`src/rtl/cla_add_sequencer_if.sv`:
```
// cla_add_sequencer_if
//   Bundles the three buses around the wide-add sequencer:
//   - request side : in_valid/in_ready handshake with operands in_a, in_b, in_cin
//   - adder side   : add_number1/add_number2/add_cin out, add_sum/add_cout back
//   - result side  : out_valid/out_ready handshake with out_sum, out_cout
//   Modport slave is the sequencer's view; modport master is the view of the
//   environment (request source, adder and result sink together).
interface cla_add_sequencer_if #(
    parameter int WIDTH = 32,
    parameter int WORDS = 2
);
    logic                     in_valid;
    logic                     in_ready;
    logic [WIDTH*WORDS-1:0]   in_a;
    logic [WIDTH*WORDS-1:0]   in_b;
    logic                     in_cin;
    logic [WIDTH-1:0]         add_number1;
    logic [WIDTH-1:0]         add_number2;
    logic                     add_cin;
    logic [WIDTH-1:0]         add_sum;
    logic                     add_cout;
    logic                     out_valid;
    logic                     out_ready;
    logic [WIDTH*WORDS-1:0]   out_sum;
    logic                     out_cout;

    modport slave (
        input  in_valid, in_a, in_b, in_cin, add_sum, add_cout, out_ready,
        output in_ready, add_number1, add_number2, add_cin, out_valid, out_sum, out_cout
    );

    modport master (
        output in_valid, in_a, in_b, in_cin, add_sum, add_cout, out_ready,
        input  in_ready, add_number1, add_number2, add_cin, out_valid, out_sum, out_cout
    );
endinterface

```
`src/rtl/cla_add_sequencer.sv`:
```
// cla_add_sequencer
//   Splits one WORDS*WIDTH-bit addition into WORDS passes through a single
//   registered WIDTH-bit adder of latency LAT, least-significant word first,
//   chaining each pass's carry-out into the next pass's carry-in, and returns
//   the assembled wide sum on a valid/ready handshake.
// Ports:
//   clk   - rising-edge clock
//   reset - asynchronous, active-low reset
//   bus   - cla_add_sequencer_if.slave: request handshake + operands,
//           adder operand/result ports, result handshake + wide sum/carry
module cla_add_sequencer #(
    parameter int WIDTH = 32,
    parameter int WORDS = 2,
    parameter int LAT   = 2
) (
    input  logic               clk,
    input  logic               reset,
    cla_add_sequencer_if.slave bus
);
    localparam int TOT   = WIDTH * WORDS;
    localparam int IDX_W = (WORDS > 1) ? $clog2(WORDS) : 1;
    localparam int CNT_W = (LAT > 1) ? $clog2(LAT) : 1;
    localparam logic [IDX_W-1:0] IDX_LAST = IDX_W'(WORDS - 1);
    localparam logic [CNT_W-1:0] CNT_INIT = CNT_W'(LAT - 1);

    typedef enum logic [1:0] {IDLE, RUN, DONE} state_t;

    state_t           state_reg, state_next;
    logic [TOT-1:0]   a_reg, a_next;
    logic [TOT-1:0]   b_reg, b_next;
    logic [IDX_W-1:0] idx_reg, idx_next;
    logic [CNT_W-1:0] cnt_reg, cnt_next;
    logic [WIDTH-1:0] n1_reg, n1_next;
    logic [WIDTH-1:0] n2_reg, n2_next;
    logic             cin_reg, cin_next;
    logic             cout_reg, cout_next;
    logic             sample_word;

    // The adder result for the current word is valid on this edge.
    assign sample_word = (state_reg == RUN) && (cnt_reg == '0);

    always_ff @(posedge clk or negedge reset) begin
        if (!reset) begin
            state_reg <= IDLE;
            a_reg     <= '0;
            b_reg     <= '0;
            idx_reg   <= '0;
            cnt_reg   <= '0;
            n1_reg    <= '0;
            n2_reg    <= '0;
            cin_reg   <= 1'b0;
            cout_reg  <= 1'b0;
        end else begin
            state_reg <= state_next;
            a_reg     <= a_next;
            b_reg     <= b_next;
            idx_reg   <= idx_next;
            cnt_reg   <= cnt_next;
            n1_reg    <= n1_next;
            n2_reg    <= n2_next;
            cin_reg   <= cin_next;
            cout_reg  <= cout_next;
        end
    end

    // The operand registers hold only the words not yet sent to the adder,
    // shifted down so the next word to issue always sits at the bottom.
    always_comb begin
        state_next = state_reg;
        a_next     = a_reg;
        b_next     = b_reg;
        idx_next   = idx_reg;
        cnt_next   = cnt_reg;
        n1_next    = n1_reg;
        n2_next    = n2_reg;
        cin_next   = cin_reg;
        cout_next  = cout_reg;
        case (state_reg)
            IDLE: begin
                if (bus.in_valid) begin
                    a_next     = bus.in_a >> WIDTH;
                    b_next     = bus.in_b >> WIDTH;
                    n1_next    = bus.in_a[WIDTH-1:0];
                    n2_next    = bus.in_b[WIDTH-1:0];
                    cin_next   = bus.in_cin;
                    idx_next   = '0;
                    cnt_next   = CNT_INIT;
                    state_next = RUN;
                end
            end
            RUN: begin
                if (cnt_reg != '0) begin
                    cnt_next = cnt_reg - 1'b1;
                end else if (idx_reg != IDX_LAST) begin
                    a_next   = a_reg >> WIDTH;
                    b_next   = b_reg >> WIDTH;
                    n1_next  = a_reg[WIDTH-1:0];
                    n2_next  = b_reg[WIDTH-1:0];
                    cin_next = bus.add_cout;
                    idx_next = idx_reg + 1'b1;
                    cnt_next = CNT_INIT;
                end else begin
                    cout_next  = bus.add_cout;
                    state_next = DONE;
                end
            end
            DONE: begin
                if (bus.out_ready) begin
                    state_next = IDLE;
                end
            end
            default: begin
                state_next = IDLE;
            end
        endcase
    end

    // One result register per word; each loads only on its own pass.
    for (genvar gi = 0; gi < WORDS; gi++) begin : g_sum
        logic [WIDTH-1:0] word_reg;

        always_ff @(posedge clk or negedge reset) begin
            if (!reset) begin
                word_reg <= '0;
            end else if (sample_word && (idx_reg == IDX_W'(gi))) begin
                word_reg <= bus.add_sum;
            end
        end

        assign bus.out_sum[gi*WIDTH +: WIDTH] = word_reg;
    end

    assign bus.in_ready    = (state_reg == IDLE);
    assign bus.out_valid   = (state_reg == DONE);
    assign bus.add_number1 = n1_reg;
    assign bus.add_number2 = n2_reg;
    assign bus.add_cin     = cin_reg;
    assign bus.out_cout    = cout_reg;
endmodule

```
`src/flat_wrapper.sv`:
```
// flat-port wrapper written by rule: the top's interface ports become plain ports
module cla_add_sequencer_flat 
#(
    parameter int WIDTH = 32,
    parameter int WORDS = 2,
    parameter int LAT   = 2
)
  (clk, reset, bus_in_valid, bus_in_a, bus_in_b, bus_in_cin, bus_add_sum, bus_add_cout, bus_out_ready, bus_in_ready, bus_add_number1, bus_add_number2, bus_add_cin, bus_out_valid, bus_out_sum, bus_out_cout);
  cla_add_sequencer_if #(.WIDTH(WIDTH), .WORDS(WORDS)) bus_i ();
  input  logic clk;
  input  logic reset;
  input wire logic [$bits(bus_i.in_valid)-1:0] bus_in_valid;
  input wire logic [$bits(bus_i.in_a)-1:0] bus_in_a;
  input wire logic [$bits(bus_i.in_b)-1:0] bus_in_b;
  input wire logic [$bits(bus_i.in_cin)-1:0] bus_in_cin;
  input wire logic [$bits(bus_i.add_sum)-1:0] bus_add_sum;
  input wire logic [$bits(bus_i.add_cout)-1:0] bus_add_cout;
  input wire logic [$bits(bus_i.out_ready)-1:0] bus_out_ready;
  output wire logic [$bits(bus_i.in_ready)-1:0] bus_in_ready;
  output wire logic [$bits(bus_i.add_number1)-1:0] bus_add_number1;
  output wire logic [$bits(bus_i.add_number2)-1:0] bus_add_number2;
  output wire logic [$bits(bus_i.add_cin)-1:0] bus_add_cin;
  output wire logic [$bits(bus_i.out_valid)-1:0] bus_out_valid;
  output wire logic [$bits(bus_i.out_sum)-1:0] bus_out_sum;
  output wire logic [$bits(bus_i.out_cout)-1:0] bus_out_cout;
  assign bus_i.in_valid = bus_in_valid;
  assign bus_i.in_a = bus_in_a;
  assign bus_i.in_b = bus_in_b;
  assign bus_i.in_cin = bus_in_cin;
  assign bus_i.add_sum = bus_add_sum;
  assign bus_i.add_cout = bus_add_cout;
  assign bus_i.out_ready = bus_out_ready;
  assign bus_in_ready = bus_i.in_ready;
  assign bus_add_number1 = bus_i.add_number1;
  assign bus_add_number2 = bus_i.add_number2;
  assign bus_add_cin = bus_i.add_cin;
  assign bus_out_valid = bus_i.out_valid;
  assign bus_out_sum = bus_i.out_sum;
  assign bus_out_cout = bus_i.out_cout;
  cla_add_sequencer #(.WIDTH(WIDTH), .WORDS(WORDS), .LAT(LAT)) u_core (.clk(clk), .reset(reset), .bus(bus_i));
endmodule
```
`config.mk`:
```
export PLATFORM = sky130hd
export DESIGN_NAME = cla_add_sequencer_flat
export DESIGN_NICKNAME = d
export VERILOG_FILES = /design/src/rtl/cla_add_sequencer_if.sv /design/src/rtl/cla_add_sequencer.sv /design/src/flat_wrapper.sv
export SDC_FILE = /design/constraint.sdc
export NUM_CORES = 1
export LEC_CHECK = 0
export CORE_MARGIN = 8
export CORE_UTILIZATION = 48
export DETAILED_ROUTE_END_ITERATION = 10
export PLACE_DENSITY = 0.86
export SLEW_MARGIN = 5
export SYNTH_ARGS = -nofsm -noshare
export SYNTH_HDL_FRONTEND = slang
export SYNTH_SLANG_ARGS = --single-unit
export TNS_END_PERCENT = 50
```
`constraint.sdc`:
```
create_clock -name clk -period 3 [get_ports clk]
set_input_delay 0.6 -clock clk [delete_from_list [all_inputs] [get_ports clk]]
set_output_delay 0.6 -clock clk [all_outputs]
set_load 0.03 [all_outputs]
```
# After elaboration in Yosys (flattened, before gate mapping)
# Cells that the tools add are included.
[totals]
register_bits = 262
in_bits = 166
output_inout_bits = 132
elab_cells = 65
[op_classes]
addsub = 2
n_eq_ne = 7
n_mux = 33
n_bitwise = 2
n_reduce_logical = 10
[op_table]
columns = ["cell", "count"]
rows = [
  ["64-bit two-way mux", 6],
  ["64-bit case mux with 2 select lines", 2],
  ["32-bit two-way mux", 6],
  ["32-bit case mux with 2 select lines", 2],
  ["1-bit two-way mux", 9],
  ["2-bit two-way mux", 4],
  ["2-bit inequality test, second input constant", 4],
  ["4-bit AND reduction", 2],
  ["1-bit case mux with 2 select lines", 3],
  ["2-bit case mux with 3 select lines", 1],
  ["3-bit AND reduction", 2],
  ["1-bit logical AND", 3],
  ["2-bit by 1-bit == test with 1-bit output, second input constant", 1],
  ["2-bit == test, second input constant", 1],
  ["2-bit zero test", 1],
  ["2-bit by 1-bit inequality test with 1-bit output, second input constant", 1],
  ["1-bit inverter", 2],
  ["2-bit AND reduction", 1],
  ["2-bit nonzero test", 1],
  ["1-bit adder, second input constant", 1],
  ["1-bit subtractor, second input constant", 1],
]

# Logic depth before layout (Yosys ltp)
# Gate-level depths: netlist of the first run.
[logic_depth]
depth_word = 4
depth_mapped = 6

# Worst setup path before layout of the first run
# No wires, ideal clock.
[synth_path]
path_kind = "input to register"
from = "input bus_in_valid"
to = "register u_core.a_reg[18]"
setup_ns = 0.065
t_arrival_ns = 1.572
slack_ns = 1.363
path_stages = 4
cell_sequence = "nor3b_2 -> buf_2 -> clkbuf_1 -> a22o_1"
[synth_via]
elab_chain_cells = 2
[synth_lines]
columns = ["item", "line", "text"]
rows = [
  ["start, declared", "flat_wrapper.sv:12", "input wire logic [$bits(bus_i.in_valid)-1:0] bus_in_valid;"],
  ["2-bit inequality test (no line)", "-", ""],
  ["4-bit AND reduction (no line)", "-", ""],
  ["end signal, assigned", "cla_add_sequencer.sv:55", "a_reg <= a_next;"],
  ["end, declared", "cla_add_sequencer.sv:29", "logic [TOT-1:0] a_reg, a_next;"],
]
# Every way passes these cells.
# A chain may end at the register's enable or synchronous reset.

# Worst setup path after layout of the first run
[layout_path]
from = "register u_core.state_reg[1]"
to = "output bus_out_valid"
[layout_via]
elab_chain_cells = 1
[layout_lines]
columns = ["item", "line", "text"]
rows = [
  ["start, declared", "cla_add_sequencer.sv:28", "state_t state_reg, state_next;"],
  ["start signal, assigned", "cla_add_sequencer.sv:54", "state_reg <= state_next;"],
  ["2-bit == test", "cla_add_sequencer.sv:134", "assign bus.out_valid = (state_reg == DONE);"],
  ["end, declared", "flat_wrapper.sv:23", "output wire logic [$bits(bus_i.out_valid)-1:0] bus_out_valid;"],
]
# Every way passes these cells.

==> flow_summary.yaml, run 1 <==
synth:
  synth_xor_area_share_pct: 0
  synth_compound_area_share_pct: 11.6
  ys_warn_count: 0
  yosys_register_bits: 198
  synth_top_family_by_area: "multiplexers"
  ys_types: 25
  synthCells: 590
  synthSimpleGateAreaFrac_pct: 4.98
  synthAdderAreaFrac_pct: 0
  synthMuxAreaShare_pct: 17.4
  syn-num-nets: 756
  syn_area_mm2: 0.00794
  seq_area_frac_synth_pct: 62.4
  synth_area_per_cell_um2: 13.5
floorplanning:
  die-area_mm2: 0.0209
  initial_core_util_pct: 48.4
  coreArea_mm2: 0.0164
  num_io_pins: 298
  die_w_um: 145
  die-height_um: 145
  row_count: 47
clock_tree:
  cts_made_buffers: 17
  clk_pin_slew_ns: 0.08
  clock_path_buffers: 2
  root_buffer: "clkbuf_16"
  clock_sinks: 198
  clock_insertion_delay_worst_skew_ns: 0.42
  post-cts-setup-buffers: 0
  hold_buffers: 0
  cts_max_level: 4
  cts_tree: "yes"
  postCtsResizedCells: 0
timing:
  worst_pin_slew_ns: 0.679
  slew_headroom_pct: 54.8
  min_period_ns: 2.52
  max_freq_mhz: 397
  setup_viol: 0
  fin_worst_skew_ns: 0.0122
  maxSlewViolCount: 0
  finalHoldViolations: 0
  timing.final.crit_share_pct: 83.9
  rsz0062_at_grt: "no"
  fin_setup_tns_ns: 0
setup_path:
  worstPathMaxFanout: 7
  crit_type: "reg2out"
  worstPathArrival_ns: 1.92
  worst_setup_path_start_kind: "flip-flop"
  reg2reg_depth: 4
  r2r_start: "u_core.state_reg[1]$_DFFE_PN0P_"
  r2r-end: "u_core.bus.add_number1[21]$_DFFE_PN0P_"
  worstSetupEndpointType: "output pin"
  regToRegSetupSlack_ns: 0.94
  required_ns: 2.40
power_and_ir_drop:
  leakage_nw: 5.01
  irDropWorstVdd_mv: 0.940
  powerDensity_mw_per_mm2: 1290
route:
  drt-met1-wl_um: 9500
  drt-total-wl_um: 23800
  vias: 5990
  vias_per_cell: 5.43
  drt-initial-drc-count: 335
  wl_per_cell_um: 21.6
  antenna_left: 0
  drt-pass1-iter-count: 4
  drc_errors: 0
  dr_wl_met2_um: 10900
  highest_layer: "met4"
  wl_met3_um: 2630
place:
  place.gp.congestion: 0.791
  place_hpwl_um: 16700
  dp_cells: 1070
  port_buffers: 297
cells_and_area:
  areaGrowthSynthToFinish_pct: 47.2
  nets: 1035
  layout-drive-gt1-share_pct: 12.8
  fin_cells: 1103
  largest_reg_flops: 64
global_routing:
  grt_pass1_vias: 6526
  grt_start_max_net_pins: 69
  grt_usage_pct: 23.1
  grt_overflow: 0
  grt_pass1_wl_um: 36600
  antenna_found_initial: 0
run_status:
  outcome: "finished, final reports clean"
run:
  drv_cap: 0
hold_path:
  hp-class: "in2async"
## Yosys cell counts (all sizes together)
| cell | count | area [um^2] |
|---|---|---|
| mux2 | 65 | 732 |
| a21oi | 67 | 335 |
| and3 | 1 | 6.26 |
| dfrtp | 198 | 4950 |
| nor2 | 3 | 13.8 |
| nor3 | 65 | 325 |
| clkbuf | 9 | 37.5 |
| nor3b | 1 | 12.5 |
| or2 | 1 | 6.26 |
| nor2b | 2 | 12.5 |
| mux2i | 65 | 651 |
| nand2 | 1 | 3.75 |
| a22o | 64 | 561 |
| buf | 41 | 244 |
| inv | 2 | 7.51 |
| a21o | 2 | 15.0 |
| nor4b | 1 | 8.76 |
| nand2b | 1 | 6.26 |
| a211o | 1 | 8.76 |
## final cells by class
class | count | area, um^2
flip-flops and latches | 198 | 4950
fillers | 1132 | 4720
repair buffers | 310 | 3150
multi-input cells | 340 | 2720
clock buffers | 18 | 439
well taps | 220 | 275
clock inverters | 14 | 139
inverters | 2 | 7.51
diodes | 1 | 2.50
## power breakdown
part / internal (mW) / switching, mW / total [mW] / leakage (nW)
Combinational: 3.55 / 4.46 / 8.02 / 2.35
Sequential: 4.01 / 0.764 / 4.78 / 2.37
Clock: 1.20 / 1.05 / 2.25 / 0.287
Total: 8.76 / 6.28 / 15.0 / 5.01
## stage by stage
stage               setup WS (ns)  hold WS [ns]  area (um^2)  utilization (%)  power [mW]
global placement            0.684         0.468        11100             67.7        12.7
CTS                         0.446         0.178        11700             71.2        15.2
finish                      0.482         0.165        11700             71.2        15.0
detailed placement          0.536         0.474        11100             67.7        12.9
global route                0.393         0.195        11700             71.2        15.9
floorplan                    1.36         0.304         7940                -        9.75
## metal layers
| layer | vias up | GRT usage (%) |
|---|---|---|
| met5 | - | 0 |
| met4 | 0 | 9.04 |
| met3 | 39 | 10.8 |
| met2 | 252 | 35.5 |
| met1 | 2971 | 27.8 |
| li1 | 2728 | - |
## cell families (layout without fill, tap and decap cells)
| logic type | after synthesis | after routing |
|---|---|---|
| AND/OR/NAND/NOR | 76 | 76 |
| flip-flops | 198 | 198 |
| AO/OA/AOI/OAI | 134 | 134 |
| buffers and inverters | 52 | 344 |
| multiplexers | 130 | 130 |
| other | 0 | 1 |
## layout by cell type (no fill, tap or decap), drive strengths merged
master / count
nor3b: 1
a211o: 1
clkbuf: 19
a22o: 64
clkdlybuf4s50: 296
and3: 1
clkinv: 5
nor4b: 1
a21oi: 67
inv: 9
dfrtp: 198
mux2: 65
clkinvlp: 1
nor2b: 2
buf: 13
a21o: 2
or2: 1
bufinv: 1
nand2: 1
mux2i: 65
diode: 1
nor2: 3
nand2b: 1
nor3: 65
## worst max-delay path, cell delays in order (launching register included)
cell	delay, ns
dfrtp_1	0.53
nor2b_1	0.23
clkdlybuf4s50_1	0.74
## how the worst max path moves through the flow
stage                               startpoint                                endpoint  slack (ns)
6_report       u_core.state_reg[1]$_DFFE_PN0P_                           bus_out_valid        0.48
3_3_place_gp                      bus_in_valid            u_core.a_reg[17]$_DFFE_PN0P_        0.68
4_1_cts        u_core.state_reg[1]$_DFFE_PN0P_                           bus_out_valid        0.45
2_1_floorplan                     bus_in_valid            u_core.a_reg[18]$_DFFE_PN0P_        1.36
3_5_place_dp                      bus_in_valid  u_core.bus.add_number1[17]$_DFFE_PN0P_        0.54
5_1_grt        u_core.state_reg[1]$_DFFE_PN0P_                           bus_out_valid        0.39
Power figures use the tool's default switching activity.
==> run 2, diff against run 1 <==
- CORE_UTILIZATION: 48 -> 44
- PLACE_DENSITY: 0.86 -> 0.8
- clock period: 3 -> 2.55 ns (I/O delays scaled with it)
==> run 2 against run 1 <==
  * Power is 18% higher
  * Clock skew hardly changed
  * Routed wire length is 2.1% lower
  * Count of clock-buffer cells in the layout is 1 higher
  * First-iteration DRC count is 35% lower
  * Combinational power is 18% higher
  * Critical path type unchanged
  * Sequential power is 17% higher
  * Die area is 8.1% higher
  * Critical path depth stayed put
  * Cell count is 1.1% higher
==> flow_summary.yaml, run 2 (synthesized netlist as in run 1, its figures left out) <==
run_status:
  outcome: "finished, final reports clean"
timing:
  fin_setup_tns_ns: 0
  max_freq_mhz: 414
  rsz0062_at_grt: "no"
  hold_slack_ns: 0.0610
  finalHoldViolations: 0
  fin_worst_skew_ns: 0.0118
  timing.final.crit_share_pct: 94.8
  setup_viol: 0
  worst_pin_slew_ns: 0.513
  slew_headroom_pct: 65.8
  min_period_ns: 2.42
  maxSlewViolCount: 0
  setup_ws_ns: 0.132
clock_tree:
  post-cts-setup-buffers: 0
  clock_path_buffers: 2
  cts_max_level: 4
  cts_tree: "yes"
  clock_sinks: 198
  clk_pin_slew_ns: 0.08
  cts_made_buffers: 17
  root_buffer: "clkbuf_16"
  clock_insertion_delay_worst_skew_ns: 0.43
  hold_buffers: 0
  postCtsResizedCells: 0
floorplanning:
  initial_core_util_pct: 44.5
  die-area_mm2: 0.0226
  num_io_pins: 298
  row_count: 49
  coreArea_mm2: 0.0178
  die-height_um: 150
  die_w_um: 150
cells_and_area:
  nets: 1039
  layout-drive-gt1-share_pct: 13.2
  fin_cells: 1115
  layout_common_cells: "296 x clkdlybuf4s50_1, 198 x dfrtp_1, 67 x a21oi_1, 65 x mux2i_1, 65 x nor3_1"
  n_fill_cell: 1338
  antennaDiodeCount: 0
  final_common_cell: "clkdlybuf4s50_1"
  multiInputGateArea_mm2: 0.00272
  areaGrowthSynthToFinish_pct: 48.1
  largest_reg_flops: 64
  regArea_mm2: 0.00495
route:
  drc_errors: 0
  wl_per_cell_um: 20.9
  vias: 5941
  antenna_left: 0
  drt-initial-drc-count: 217
  drt-total-wl_um: 23300
  drt-pass1-iter-count: 4
  vias_per_cell: 5.33
global_routing:
  grt_usage_pct: 20.7
  grt_pass1_vias: 6434
  antenna_found_initial: 0
  grt_pass1_wl_um: 36100
  grt_overflow: 0
  grt_start_max_net_pins: 86
setup_path:
  worstPathArrival_ns: 1.91
  worstPathMaxFanout: 7
  reg2reg_depth: 5
  worstSetupEndpointType: "output pin"
  worst_setup_path_start_kind: "flip-flop"
  crit_type: "reg2out"
  regToRegSetupSlack_ns: 0.57
  required_ns: 2.04
power_and_ir_drop:
  pwr-share-seq_pct: 31.5
  power.switching_mw: 7.35
  powerDensity_mw_per_mm2: 1510
  power_frac_comb_pct: 53.2
  sw_frac_of_total_pct: 41.4
  irDropWorstVdd_mv: 0.858
  p_int_mw: 10.4
  clkPwrFrac_pct: 15.2
  leakage_nw: 5.04
hold_path:
  hp-class: "in2async"
place:
  place.gp.congestion: 0.766
  dp_cells: 1083
  post-place-ws_ns: 0.403
  port_buffers: 297
  place_hpwl_um: 16200
run:
  drv_cap: 0
-- run 2: cell types whose count changed in the layout (fill, tap and decap cells not counted) --
cell and delta:
inv_8 +1, diode_2 -1, buf_12 +2, buf_4 +2
clkbuf_8 +1, clkinvlp_4 -1, clkinv_4 -1
-- run 2: power groups by stage --
stage	Combinational [mW]	Clock (mW)	Sequential, mW
6_report	9.45	2.70	5.60
4_1_cts	9.58	2.76	5.60
3_3_place_gp	9.39	0	5.57
5_1_grt	10.1	2.87	5.79
3_5_place_dp	9.55	0	5.63
2_1_floorplan	3.88	0	7.58
-- run 2: layout make-up --
| class | instances | share of cell area, % |
|---|---|---|
| inverters | 2 | 0.0638 |
| clock inverters | 13 | 1.14 |
| well taps | 229 | 2.44 |
| clock buffers | 19 | 3.85 |
| repair buffers | 314 | 27.2 |
| flip-flops and latches | 198 | 42.1 |
| multi-input cells | 340 | 23.1 |
-- run 2: worst max-delay path: stages (launching register included) --
cell and delay (ns):
dfrtp_1 0.54, nor2b_1 0.23, clkdlybuf4s50_1 0.72
-- run 2: per-stage QoR --
step	area, um^2	power [mW]	utilization, %
6_report	11800	17.7	65.9
5_1_grt	11800	18.7	65.9
4_1_cts	11800	17.9	65.9
3_5_place_dp	11200	15.2	62.6
3_3_place_gp	11200	15.0	62.6
2_1_floorplan	7940	11.5	-
-- run 2: final timing paths --
path,startpoint,endpoint
worst max-delay path,u_core.state_reg[1]$_DFFE_PN0P_,bus_out_valid
worst min-delay path,reset,u_core.g_sum[1].word_reg[10]$_DFFE_PN0P_
worst max register to register,u_core.state_reg[1]$_DFFE_PN0P_,u_core.bus.add_number1[24]$_DFFE_PN0P_
worst min register to register,u_core.g_sum[1].word_reg[4]$_DFFE_PN0P_,u_core.g_sum[1].word_reg[4]$_DFFE_PN0P_
max in group asynchronous,reset,u_core.b_reg[17]$_DFFE_PN0P_
min in group clk,u_core.g_sum[1].word_reg[4]$_DFFE_PN0P_,u_core.g_sum[1].word_reg[4]$_DFFE_PN0P_
-- run 2: routing by layer --
| metal | wire length, um | up-vias | track usage (%) |
|---|---|---|---|
| met5 | 0 | - | 0 |
| met4 | 616 | 0 | 7.95 |
| met3 | 2390 | 39 | 8.78 |
| met2 | 10800 | 243 | 32.3 |
| met1 | 9480 | 2923 | 24.9 |
| li1 | - | 2736 | - |
